--- src/rtl/bldc_pkg.sv ---
// Shared types and lookup functions for the BLDC commutation sequencer.
// Latency: none (types, constants and pure functions only).
// Backpressure: not applicable.
package bldc_pkg;

  typedef enum logic [1:0] {
    ST_IDLE  = 2'd0,
    ST_DEAD  = 2'd1,
    ST_DRIVE = 2'd2,
    ST_FLT   = 2'd3
  } state_e;

  // Reported on SECTOR whenever the bridge is not being driven.
  localparam logic [2:0] SECTOR_NONE = 3'd7;

  // Decoded Hall code: valid flag plus sector 0..5.
  typedef struct packed {
    logic       vld;
    logic [2:0] sector;
  } hall_dec_t;

  localparam hall_dec_t HALL_DEC_NONE = '{vld: 1'b0, sector: SECTOR_NONE};

  // Per-phase drive bits, bit 2 = phase A, bit 1 = B, bit 0 = C.
  typedef struct packed {
    logic [2:0] hi;
    logic [2:0] lo;
  } drive_t;

  // Hall code {H3,H2,H1} to sector; 000 and 111 are physically impossible.
  function automatic hall_dec_t hall_decode(input logic [2:0] code);
    hall_dec_t r;
    r.vld = 1'b1;
    case (code)
      3'b101:  r.sector = 3'd0;
      3'b100:  r.sector = 3'd1;
      3'b110:  r.sector = 3'd2;
      3'b010:  r.sector = 3'd3;
      3'b011:  r.sector = 3'd4;
      3'b001:  r.sector = 3'd5;
      default: r = HALL_DEC_NONE;
    endcase
    return r;
  endfunction

  // Commutation table; reverse swaps which phase is high and which is low.
  // Each entry has exactly one high phase and a different low phase.
  function automatic drive_t comm_mask(input logic [2:0] sector, input logic dir);
    drive_t fwd;
    case (sector)
      3'd0:    fwd = {3'b100, 3'b010};  // A+, BB
      3'd1:    fwd = {3'b100, 3'b001};  // A+, CC
      3'd2:    fwd = {3'b010, 3'b001};  // B+, CC
      3'd3:    fwd = {3'b010, 3'b100};  // B+, AA
      3'd4:    fwd = {3'b001, 3'b100};  // C+, AA
      3'd5:    fwd = {3'b001, 3'b010};  // C+, BB
      default: fwd = '0;
    endcase
    return dir ? {fwd.lo, fwd.hi} : fwd;
  endfunction

endpackage

--- src/rtl/bldc_hall_sync.sv ---
// Hall pin synchronizer with registered sector decode and validity flag.
// Latency: 2 clocks from a Hall pin change to updated hall_sector/hall_vld.
// Backpressure: none; samples every clock.
module bldc_hall_sync
  import bldc_pkg::*;
(
  input  logic       clk,
  input  logic       rst,
  input  logic [2:0] hall_raw,
  output logic       hall_vld,
  output logic [2:0] hall_sector
);

  logic [2:0] meta_q, meta_d;
  hall_dec_t  dec_q, dec_d;

  // First stage captures the raw pins; second stage holds the decoded code.
  always_comb begin
    meta_d = hall_raw;
    dec_d  = hall_decode(meta_q);
  end

  // Synchronizer and decode registers.
  always_ff @(posedge clk) begin
    if (rst) begin
      meta_q <= 3'b000;
      dec_q  <= HALL_DEC_NONE;
    end else begin
      meta_q <= meta_d;
      dec_q  <= dec_d;
    end
  end

  assign hall_vld    = dec_q.vld;
  assign hall_sector = dec_q.sector;

endmodule

--- src/rtl/bldc_commutation_seq.sv ---
// Three-phase BLDC commutation sequencer with dead-time, PWM, Hall fault and stall detection.
// Latency: Hall edge reaches the FSM 2 clocks later; drives are registered one clock after state.
// Backpressure: none; inputs sampled every clock, outputs always valid.
module bldc_commutation_seq
  import bldc_pkg::*;
#(
  parameter int unsigned DEAD_CYC  = 4,
  parameter int unsigned STALL_CYC = 100000
) (
  input  logic       CLK,
  input  logic       RST,
  input  logic       H1,
  input  logic       H2,
  input  logic       H3,
  input  logic [3:0] D,
  input  logic       EN,
  input  logic       DIR,
  output logic       A,
  output logic       B,
  output logic       C,
  output logic       AA,
  output logic       BB,
  output logic       CC,
  output logic       FAULT,
  output logic [2:0] SECTOR
);

  localparam int unsigned      STALL_W    = $clog2(STALL_CYC + 1);
  // Fault fires on the clock that would make the count reach STALL_CYC, so the
  // FSM spends exactly STALL_CYC clocks in DRIVE before entering FLT.
  localparam logic [STALL_W-1:0] STALL_LAST = STALL_W'(STALL_CYC - 1);
  localparam logic [STALL_W-1:0] STALL_MAX  = STALL_W'(STALL_CYC);
  localparam logic [7:0]         DEAD_LOAD  = 8'(DEAD_CYC);

  logic       hall_vld;
  logic [2:0] hall_sector;

  bldc_hall_sync u_hall_sync (
    .clk         (CLK),
    .rst         (RST),
    .hall_raw    ({H3, H2, H1}),
    .hall_vld    (hall_vld),
    .hall_sector (hall_sector)
  );

  state_e               state_q, state_d;
  logic [7:0]           dead_cnt_q, dead_cnt_d;
  logic [STALL_W-1:0]   stall_cnt_q, stall_cnt_d;
  logic [3:0]           pwm_cnt_q, pwm_cnt_d;
  logic [2:0]           cur_sector_q, cur_sector_d;
  drive_t               drv_q, drv_d;
  logic                 fault_q, fault_d;
  logic [2:0]           sector_out_q, sector_out_d;

  logic sector_chg;
  logic stall_hit;

  assign sector_chg = hall_vld && (hall_sector != cur_sector_q);
  assign stall_hit  = (stall_cnt_q >= STALL_LAST);

  // Next-state logic: exit priority is EN low, invalid Hall, stall, sector change.
  always_comb begin
    state_d      = state_q;
    dead_cnt_d   = dead_cnt_q;
    stall_cnt_d  = stall_cnt_q;
    cur_sector_d = cur_sector_q;
    case (state_q)
      ST_IDLE: begin
        dead_cnt_d  = '0;
        stall_cnt_d = '0;
        if (EN && hall_vld) begin
          state_d      = ST_DEAD;
          dead_cnt_d   = DEAD_LOAD;
          cur_sector_d = hall_sector;
        end
      end
      ST_DEAD: begin
        if (!EN) begin
          state_d = ST_IDLE;
        end else if (!hall_vld) begin
          state_d = ST_FLT;
        end else if (sector_chg) begin
          dead_cnt_d   = DEAD_LOAD;
          cur_sector_d = hall_sector;
        end else if (dead_cnt_q <= 8'd1) begin
          state_d     = ST_DRIVE;
          stall_cnt_d = '0;
        end else begin
          dead_cnt_d = dead_cnt_q - 8'd1;
        end
      end
      ST_DRIVE: begin
        if (!EN) begin
          state_d = ST_IDLE;
        end else if (!hall_vld || stall_hit) begin
          state_d = ST_FLT;
        end else if (sector_chg) begin
          state_d      = ST_DEAD;
          dead_cnt_d   = DEAD_LOAD;
          cur_sector_d = hall_sector;
        end else if (stall_cnt_q != STALL_MAX) begin
          stall_cnt_d = stall_cnt_q + STALL_W'(1);
        end
      end
      ST_FLT: begin
        dead_cnt_d  = '0;
        stall_cnt_d = '0;
        if (!EN) begin
          state_d = ST_IDLE;
        end
      end
      default: state_d = ST_IDLE;
    endcase
  end

  // PWM carrier: free-running 4-bit counter.
  always_comb begin
    pwm_cnt_d = pwm_cnt_q + 4'd1;
  end

  // Output decode from the current state; registered below so every pin is a flop.
  always_comb begin
    drv_d        = '0;
    fault_d      = (state_q == ST_FLT);
    sector_out_d = SECTOR_NONE;
    if (state_q == ST_DRIVE) begin
      drv_d        = comm_mask(cur_sector_q, DIR);
      sector_out_d = cur_sector_q;
      if (!(pwm_cnt_q < D)) begin
        drv_d.hi = '0;
      end
    end
  end

  // State, counters and output registers.
  always_ff @(posedge CLK) begin
    if (RST) begin
      state_q      <= ST_IDLE;
      dead_cnt_q   <= '0;
      stall_cnt_q  <= '0;
      pwm_cnt_q    <= '0;
      cur_sector_q <= SECTOR_NONE;
      drv_q        <= '0;
      fault_q      <= 1'b0;
      sector_out_q <= SECTOR_NONE;
    end else begin
      state_q      <= state_d;
      dead_cnt_q   <= dead_cnt_d;
      stall_cnt_q  <= stall_cnt_d;
      pwm_cnt_q    <= pwm_cnt_d;
      cur_sector_q <= cur_sector_d;
      drv_q        <= drv_d;
      fault_q      <= fault_d;
      sector_out_q <= sector_out_d;
    end
  end

  assign {A, B, C}    = drv_q.hi;
  assign {AA, BB, CC} = drv_q.lo;
  assign FAULT        = fault_q;
  assign SECTOR       = sector_out_q;

endmodule

--- config.mk ---
export PLATFORM = sky130hd
export DESIGN_NAME = bldc_commutation_seq
export DESIGN_NICKNAME = d
export VERILOG_FILES = /design/src/rtl/bldc_pkg.sv /design/src/rtl/bldc_hall_sync.sv /design/src/rtl/bldc_commutation_seq.sv
export SDC_FILE = /design/constraint.sdc
export NUM_CORES = 1
export LEC_CHECK = 0
export CAP_MARGIN = 5
export CORE_ASPECT_RATIO = 0.6
export CORE_MARGIN = 5
export CORE_UTILIZATION = 36
export CTS_CLUSTER_SIZE = 24
export DETAILED_ROUTE_END_ITERATION = 10
export DONT_BUFFER_PORTS = 1
export PLACE_DENSITY_LB_ADDON = 0.1
export SYNTH_ARGS = -nofsm -noshare
export SYNTH_HDL_FRONTEND = slang
export SYNTH_HIERARCHICAL = 1
export SYNTH_SLANG_ARGS = --single-unit
--- constraint.sdc ---
create_clock -name CLK -period 3.55 [get_ports CLK]
set_clock_uncertainty 0.05 [all_clocks]
set_input_delay 0.355 -clock CLK [delete_from_list [all_inputs] [get_ports CLK]]
set_output_delay 0.355 -clock CLK [all_outputs]
set_load 0.005 [all_outputs]
# After elaboration in Yosys (flattened, before gate mapping)
# Cells that the tools add are included.
# word_totals
register_bits	51
latchBits	0
mem_bits_rw	0
romBits	0
inputBits	11
elab_cells	105
mem_count	0
# op_classes
add_sub_neg	3
mul	0
div_mod_pow	0
n_lt_le_gt_ge	3
n_eq_ne	31
shifts	0
mux	39
bitwise	2
n_reduce_logical	15
# op_table
op	n
two-way mux 17 bit	8
two-way mux 8 bit	7
one-hot mux 17 bit (3 select lines)	1
one-hot mux 6 bit (6 select lines)	1
one-hot mux 8 bit (4 select lines)	1
two-way mux 3 bit	7
inequality test 2 bit, second input constant	10
two-way mux 2 bit	9
one-hot mux 3 bit (6 select lines)	1
adder 17 x 1 -> 17 bit, second input constant	1
>= comparator 17 bit, second input constant	1
inequality test 17 bit, second input constant	1
equality test 3 bit, second input constant	5
equality test 3 x 2 -> 1 bit, second input constant	4
inequality test 4 bit, second input constant	3
AND reduction 6 bit	2
one-hot mux 3 bit (3 select lines)	1
less-or-equal comparator 8 x 1 -> 1 bit, second input constant	1
one-hot mux 2 bit (4 select lines)	1
AND reduction 8 bit	1
subtractor 8 x 1 -> 8 bit, second input constant	1
equality test 3 x 1 -> 1 bit, second input constant	2
two-way mux 6 bit	1
OR reduction 6 bit	1
18 further kinds	22

# Longest topological paths before layout
# Gate-level depths: netlist of the first run.
# depth
word_depth	6
mapped_depth	10
mapped_depth_nobuf	8

# Cells and area by module
# The synthesis of the first run kept the hierarchy.
# modules_own_cells
mod	n_inst	cells_each	area_per_inst_um2	seq_area_each_um2
bldc_commutation_seq	1	317	2521.2	880.8
bldc_hall_sync	1	21	230.2	140.1

# Worst setup path before layout of the first run
# No wires, ideal clock.
# synth_timing
path_kind	register -> register
start	register state_q[0]
end	register cur_sector_q[0]
arrival_time_ns	1.941
setup_slack_ns	1.439
stages_incl_launch_ff	9
synth_period_minus_slack_ns	2.111
path_cell_list	dfxtp_1 -> inv_1 -> ha_1 -> clkbuf_1 -> nor2b_1 -> or3_1 -> a221oi_1 -> o21ai_1 -> a211o_1
# synth_between
elab_chain_cells	3
elab_cells_between_ends	11
classes_between	7 x eq/ne; 1 x mux; 3 x reduce/logical
# synth_lines
element	line	rtl
start, declared	bldc_commutation_seq.sv:46	state_e state_q, state_d;
start signal, assigned	bldc_commutation_seq.sv:147	state_q <= state_d;
equality test 2 x 1 -> 1 bit, or another cell as far along	bldc_commutation_seq.sv:67	case (state_q)
inequality test 2 x 1 -> 1 bit (no source line), or another cell as far along	-	
AND reduction 6 bit (no source line)	-	
end signal, assigned	bldc_commutation_seq.sv:151	cur_sector_q <= cur_sector_d;
end, declared	bldc_commutation_seq.sv:50	logic [2:0] cur_sector_q, cur_sector_d;
# Parallel ways exist; a longest one is shown, timed or not.
# A chain may end at the register's enable or synchronous reset.

# Worst setup path after layout of the first run
# layout_timing
start	register cur_sector_q[2]
end	register stall_cnt_q[16]
# layout_between
elab_chain_cells	4
elab_cells_between_ends	5
classes_between	3 x eq/ne; 2 x reduce/logical
# layout_lines
element	line	rtl
inequality test 3 bit (*)	bldc_commutation_seq.sv:58	assign sector_chg = hall_vld && (hall_sector != cur_sector_q);
logical AND 1 bit (*)	bldc_commutation_seq.sv:58	
inequality test 2 bit (no source line)	-	
AND reduction 8 bit (no source line) (*)	-	
end signal, assigned	bldc_commutation_seq.sv:149	stall_cnt_q <= stall_cnt_d;
end, declared	bldc_commutation_seq.sv:48	logic [STALL_W-1:0] stall_cnt_q, stall_cnt_d;
# Every way passes the cells marked *; elsewhere a longest branch is shown, timed or not.

==> results.md, run 1 <==
* CTS H-Tree Depth at 2
* R2r endpoint: stall_cnt_q[16]
* Largest fanout on the critical path at 14
* Residual antenna-violating net count after detailed routing at 0
* Layout cell share with drive strength beyond 1 at 7.186%
* Fin area at 0.003008 mm^2
* Count of routing violations after the opening detailed-route iteration at 153
* Via count at 2381
* F_max at 383.3 MHz
* Cell taking the most area after synthesis: dfxtp_1
* Flops & latches, synth at 51
* Average cell area after synthesis at 8.140 um^2
* Synth top area share at 37.11%
* Setup TNS after final layout at 0 ns
* Number of antenna violations at the first check in global routing at 0
* End point of the most critical hold path: u_hall_sync/meta_q[0]
* Post-synthesis cell area at 0.002751 mm^2
* Wire length of the first global-routing pass at 10560 um
* Nets at 357
* Via count of the first global-routing pass at 2052
* Number of clock sinks at 51
* Area grow syn2layout at 9.322%
* Distinct cell type count after synthesis at 56
* CP Class: reg2reg
* Fillcell total at 738
* Run status: finished clean
* CP endpoint kind: register
* TritonCTS clock tree: done
* Number of standard cells in the layout, taps in and fillers out at 438
* Clk pin slew, worst setup/hold paths at 0.07 ns
* Rows at 24
* Worst setup SP type: register
* Setup repair after global routing missed its margin: no
* Remaining max-slew budget at the tightest pin at 45.79%
* Count of flip-flops with a built-in enable after synthesis at 0
* Ratio of final minimum period to clock period at 73.49%
* Area contributors post-synth: dfxtp_1, ha_1, nor2_1, a21oi_1, nand2_1
* Tightest Hold Check Type: in2reg
* Largest net degree at the start of global routing at 31
* Synth Flop Type: dfxtp_1
* R2R depth at 7
* Die extent in x at 122.9 um
* Hold Slack at 0.06792 ns
* Endpoints failing hold at 0
* Most frequent cells in the layout: dfxtp_1, nor2_1, nand2_1, a21oi_1, inv_1
* Vias per inst at 5.436
* Clock latency at the later pin of the worst-skew pair at 0.30 ns
* Input/output buffers at 0
* Signal arrival time at the worst endpoint at 2.77 ns
* Gate count of the mapped netlist at 338
* Number of max-slew violations in the final report at 0
* IO Pins at 21
* Diodes inserted at 0
* Data required time of the worst path at 3.71 ns
* Slack of the worst reg-to-reg path at 0.94 ns
* Area of the core at 0.007357 mm^2
* Setup repair bufs after CTS at 0
* Fraction of synthesis flops using an asynchronous set or reset pin at 0%
* Placer's final routability congestion estimate at 0.8544
* Part of the Yosys area used for sequential elements at 37.11%
* Synthesized Nets at 362
* PD cells at 524.1 mW/mm^2
* Cells resized by post-CTS repair at 0
* Global Route Usage Sum at 14.06%
* Hold wc startpoint: RST
* Total CTS buffers at 5
* Placement Cell Area at 0.002840 mm^2
* Yosys warning total at 6
* Hold Crit Depth at 1
* Global route overflow at 0
* Leading cell type in the layout, fill and taps excluded: dfxtp_1
* Leak at 1.016 nW
* Initial standard-cell utilization of the core at 37.40%
* Placed cells at 430
* Final critical delay including setup and external delays at 2.609 ns
* Peak ir drop on the vdd network at 177.5 uV
* Post-detailed-route DRC marker count at 0
* Total setup violations reported at the end of the flow at 0
* Buffer cell driving the clock tree root: clkbuf_16
* Bufs on Longest Clock Path at 2
* Final routed wire length divided by cell count at 14.47 um
* Wirelength, routed at 6338 um
* Reg-to-Reg Start: cur_sector_q[2]
* Number of hold buffers added after cts at 0
* Chip height at 77.72 um
* Initial DRT Pass Iterations at 5
* Tightest Pin Transition at 0.8077 ns
* Die area at 0.009548 mm^2
* Max_cap viols at 0
* Half-perimeter wire length after detailed placement at 4538 um
## cell usage after synthesis (8+ instances only)
cell type	instances
a21oi_1	25
clkbuf_1	11
dfxtp_1	51
ha_1	13
inv_1	21
nand2_1	26
nand3_1	17
nand4_1	8
nor2_1	34
nor2b_1	8
nor3_1	12
o21ai_1	14
o31ai_1	10
## cell type report
type	instances	area (um^2)	area share (%)
tap	104	130.1	4.326
clock buffer	6	128.9	4.285
timing repair buffer	3	22.52	0.7488
multi-input combinational	251	1588	52.79
clock inverter	2	38.79	1.290
inverter	21	78.83	2.621
sequential	51	1021	33.94
## metal layers
metal	share of wire, %	global-route usage, %	routed length [um]	vias up
met3	9.0	3.997	570	8
met4	1.4	4.581	86	0
met5	0	0	0	-
met2	34	15.64	2176	81
met1	55	23.87	3504	1074
li1	-	-	-	1218
## cells by family after synthesis
kind of cell	share of synthesized area, %
xor+xnor	2.547
compound gates	23.56
buf+inv	5.184
mux	0.3638
flops	37.11
fa+ha+maj	5.912
simple gates	25.33
## worst max-delay path, stage by stage, from the launching register on
cell,delay [ns]
dfxtp_1,0.60
xor2_1,0.19
o31a_1,0.40
a2111oi_4,0.34
buf_4,0.24
and2_1,0.16
nand2b_1,0.22
o31ai_1,0.31
## power by group
group	total (mW)	switching (mW)	leakage, nW	internal (mW)
logic	0.366	0.228	0.520	0.139
registers	0.652	0.0516	0.415	0.600
clock network	0.558	0.222	0.0815	0.336
## state kept, by name (all words and copies together), names as in the netlist, 2 cells and up
signal and cells:
stall_cnt_q 17, dead_cnt_q 8, pwm_cnt_q 4, SECTOR 3, cur_sector_q 3, u_hall_sync/hall_sector 3
u_hall_sync/meta_q 3, state_q 2
## through the flow
stage               setup WS, ns  power [mW]  util (%)
finish                    0.9410       1.576     40.88
floorplan                  1.439      0.9425         -
global placement           1.051       1.031     38.61
global route              0.7192       1.668     40.88
CTS                       0.9569       1.581     40.88
detailed placement        0.9927       1.023     38.61
## worst max-delay path by stage
stage | depth (start not counted) | slack (ns) | end | start
after global routing | 7 | 0.72 | stall_cnt_q[16] | cur_sector_q[2]
after global placement | 7 | 1.05 | stall_cnt_q[16] | cur_sector_q[2]
after floorplan | 8 | 1.44 | cur_sector_q[0] | state_q[0]
final | 7 | 0.94 | stall_cnt_q[16] | cur_sector_q[2]
after CTS | 7 | 0.96 | stall_cnt_q[12] | cur_sector_q[2]
after detailed placement | 7 | 0.99 | stall_cnt_q[12] | cur_sector_q[2]
Note: power is estimated with default switching activity, not from simulation.
==> run 2, diff against run 1 <==
==> constraint.sdc (replaced) <==
create_clock -name CLK -period 2.65 [get_ports CLK]
set_clock_uncertainty 0.05 [all_clocks]
set_input_delay 0.265 -clock CLK [delete_from_list [all_inputs] [get_ports CLK]]
set_output_delay 0.265 -clock CLK [all_outputs]
set_load 0.005 [all_outputs]
==> results.md, run 2 (synthesis results as in run 1) <==
* Largest registers ranked by flip-flop count: stall_cnt_q (17), dead_cnt_q (8), pwm_cnt_q (4) (unchanged)
* Rows at 24 (unchanged)
* Ratio of final minimum period to clock period at 91.25% (was 73.49%)
* Wire length of the first global-routing pass at 11050 um (was 10560 um)
* Post-detailed-route DRC marker count at 0 (unchanged)
* Area of the core at 0.007357 mm^2 (unchanged)
* Nets at 368 (was 357)
* Global Route Usage Sum at 14.43% (was 14.06%)
* Input/output buffers at 0 (unchanged)
* Number of clock sinks at 51 (unchanged)
* Setup TNS after final layout at 0 ns (unchanged)
* Seq pwr share at 39.4% (was 41.4%)
* Die extent in x at 122.9 um (unchanged)
* Tightest Hold Check Type: in2reg (unchanged)
* Via count of the first global-routing pass at 2187 (was 2052)
* Initial standard-cell utilization of the core at 37.40% (unchanged)
* Most frequent cells in the layout: dfxtp_1, nor2_1, nand2_1, a21oi_1, inv_1 (unchanged)
* TritonCTS clock tree: done (unchanged)
* Setup repair after global routing missed its margin: no (unchanged)
* Area grow syn2layout at 13.01% (was 9.322%)
* Count of routing violations after the opening detailed-route iteration at 177 (was 153)
* Wirelength, routed at 6517 um (was 6338 um)
* Total CTS buffers at 5 (unchanged)
* Vias per inst at 5.281 (was 5.436)
* Gate power share at 26.0% (was 23.3%)
* Worst setup SP type: register (unchanged)
* Die area at 0.009548 mm^2 (unchanged)
* Hold Slack at 0.01627 ns (was 0.06792 ns)
* Setup repair bufs after CTS at 0 (unchanged)
* Final routed wire length divided by cell count at 14.51 um (was 14.47 um)
* Clk pin slew, worst setup/hold paths at 0.07 ns (about the same)
* Peak ir drop on the vdd network at 242.4 uV (was 177.5 uV)
* Remaining max-slew budget at the tightest pin at 44.10% (was 45.79%)
* F_max at 413.5 MHz (was 383.3 MHz)
* Endpoints failing hold at 0 (unchanged)
* Run status: finished clean (unchanged)
* Residual antenna-violating net count after detailed routing at 0 (unchanged)
* Fillcell total at 758 (was 738)
* CTS H-Tree Depth at 2 (unchanged)
* Data required time of the worst path at 2.81 ns (was 3.71 ns)
* Bufs on Longest Clock Path at 2 (unchanged)
* Half-perimeter wire length after detailed placement at 4694 um (was 4538 um)
* Internal power component at 1.463 mW (was 1.075 mW)
* CP Class: reg2reg (unchanged)
* Signal arrival time at the worst endpoint at 2.58 ns (was 2.77 ns)
* PD cells at 686.0 mW/mm^2 (was 524.1 mW/mm^2)
* Placer's final routability congestion estimate at 0.8054 (was 0.8544)
* Buffer cell driving the clock tree root: clkbuf_16 (unchanged)
* Largest net degree at the start of global routing at 20 (was 31)
* Net switching component of the power at 0.6699 mW (was 0.5014 mW)
* Number of flip-flops under the largest register name at 17 (unchanged)
* IO Pins at 21 (unchanged)
* Final critical delay including setup and external delays at 2.418 ns (was 2.609 ns)
* Global route overflow at 0 (unchanged)
* Tightest Pin Transition at 0.8358 ns (was 0.8077 ns)
* Clock power share at 34.6% (was 35.4%)
* Leading cell type in the layout, fill and taps excluded: dfxtp_1 (unchanged)
* Chip height at 77.72 um (unchanged)
* Via count at 2371 (was 2381)
* Switching part of the total at 31.41% (was 31.81%)
* Initial DRT Pass Iterations at 4 (was 5)
* Diodes inserted at 0 (unchanged)
* Largest register by flop count: stall_cnt_q (unchanged)
* CP endpoint kind: register (unchanged)
* Number of max-slew violations in the final report at 0 (unchanged)
* Clock latency at the later pin of the worst-skew pair at 0.29 ns (was 0.30 ns)
* Max_cap viols at 0 (unchanged)
* Total setup violations reported at the end of the flow at 0 (unchanged)
* Largest fanout on the critical path at 7 (was 14)
* Sum of internal, switching and leakage power at 2.133 mW (was 1.576 mW)
* Leak at 1.073 nW (was 1.016 nW)
* Number of antenna violations at the first check in global routing at 0 (unchanged)
* Layout cell share with drive strength beyond 1 at 10.43% (was 7.186%)
==> run 2: metal layers <==
layer / wire length [um] / GRT usage, % / up-vias
li1: - / - / 1233
met1: 3805 / 23.69 / 1080
met2: 2311 / 17.60 / 51
met3: 335 / 3.852 / 7
met4: 64 / 3.911 / 0
met5: 0 / 0 / -
==> run 2: layout make-up <==
cell class / count / area (um^2) / area share (%)
multi-input combinational: 251 / 1602 / 51.51
sequential: 51 / 1021 / 32.84
tap: 104 / 130.1 / 4.185
clock buffer: 6 / 128.9 / 4.145
timing repair buffer: 14 / 110.1 / 3.541
inverter: 21 / 78.83 / 2.535
clock inverter: 2 / 38.79 / 1.247
==> run 2: worst paths after layout <==
path	from	to	slack, ns	cells after the start
setup reg to reg	cur_sector_q[2]	stall_cnt_q[13]	0.23	6
hold / removal	RST	cur_sector_q[0]	0.02	1
hold reg to reg	pwm_cnt_q[0]	pwm_cnt_q[0]	0.42	1
setup / recovery	cur_sector_q[2]	stall_cnt_q[13]	0.23	6
==> run 2: critical path, stage by stage, from the launching register on <==
cell and delay (ns):
dfxtp_1 0.32, xor2_1 0.18, o31a_1 0.40, a2111oi_4 0.56, nand4_1 0.22, or4_1 0.44, a31oi_1 0.17
==> run 2: what timing repair did <==
item                                    4_1_cts  5_1_grt
hold buffers                                  2        0
endpoints found under the setup margin        0       10
gates resized for setup                       0        3
endpoints found under the hold margin        19        0
==> run 2: power groups by stage <==
| stage | Sequential (mW) | Combinational (mW) | Clock, mW |
|---|---|---|---|
| final | 0.839 | 0.555 | 0.738 |
| after global routing | 0.846 | 0.627 | 0.798 |
| after CTS | 0.840 | 0.550 | 0.768 |
| after detailed placement | 0.858 | 0.539 | 0 |
| after global placement | 0.857 | 0.543 | 0 |
| after floorplan | 0.851 | 0.412 | 0 |
==> run 2: through the flow <==
stage | utilization (%) | instances | worst slack [ns] | instance area [um^2]
after floorplan | - | 338 | 0.5394 | 2751
after global placement | 39.52 | 439 | 0.1569 | 2908
after detailed placement | 39.52 | 439 | 0.1830 | 2908
after CTS | 42.07 | 449 | 0.1371 | 3095
after global routing | 42.26 | 449 | 0.04168 | 3109
final | 42.26 | 449 | 0.2318 | 3109
==> run 3, diff against run 2 <==
--- a/config.mk
+++ b/config.mk
@@ -5,7 +5,7 @@
 export SDC_FILE = /design/constraint.sdc
 export NUM_CORES = 1
 export LEC_CHECK = 0
-export CAP_MARGIN = 5
+export CAP_MARGIN = 25
 export CORE_ASPECT_RATIO = 0.6
 export CORE_MARGIN = 5
 export CORE_UTILIZATION = 36
@@ -13,6 +13,7 @@
 export DETAILED_ROUTE_END_ITERATION = 10
 export DONT_BUFFER_PORTS = 1
 export PLACE_DENSITY_LB_ADDON = 0.1
+export SLEW_MARGIN = 30
 export SYNTH_ARGS = -nofsm -noshare
 export SYNTH_HDL_FRONTEND = slang
 export SYNTH_HIERARCHICAL = 1
==> results of run 3 <==
Same layout as run 2: the final DEF is identical, and so are final timing and power.
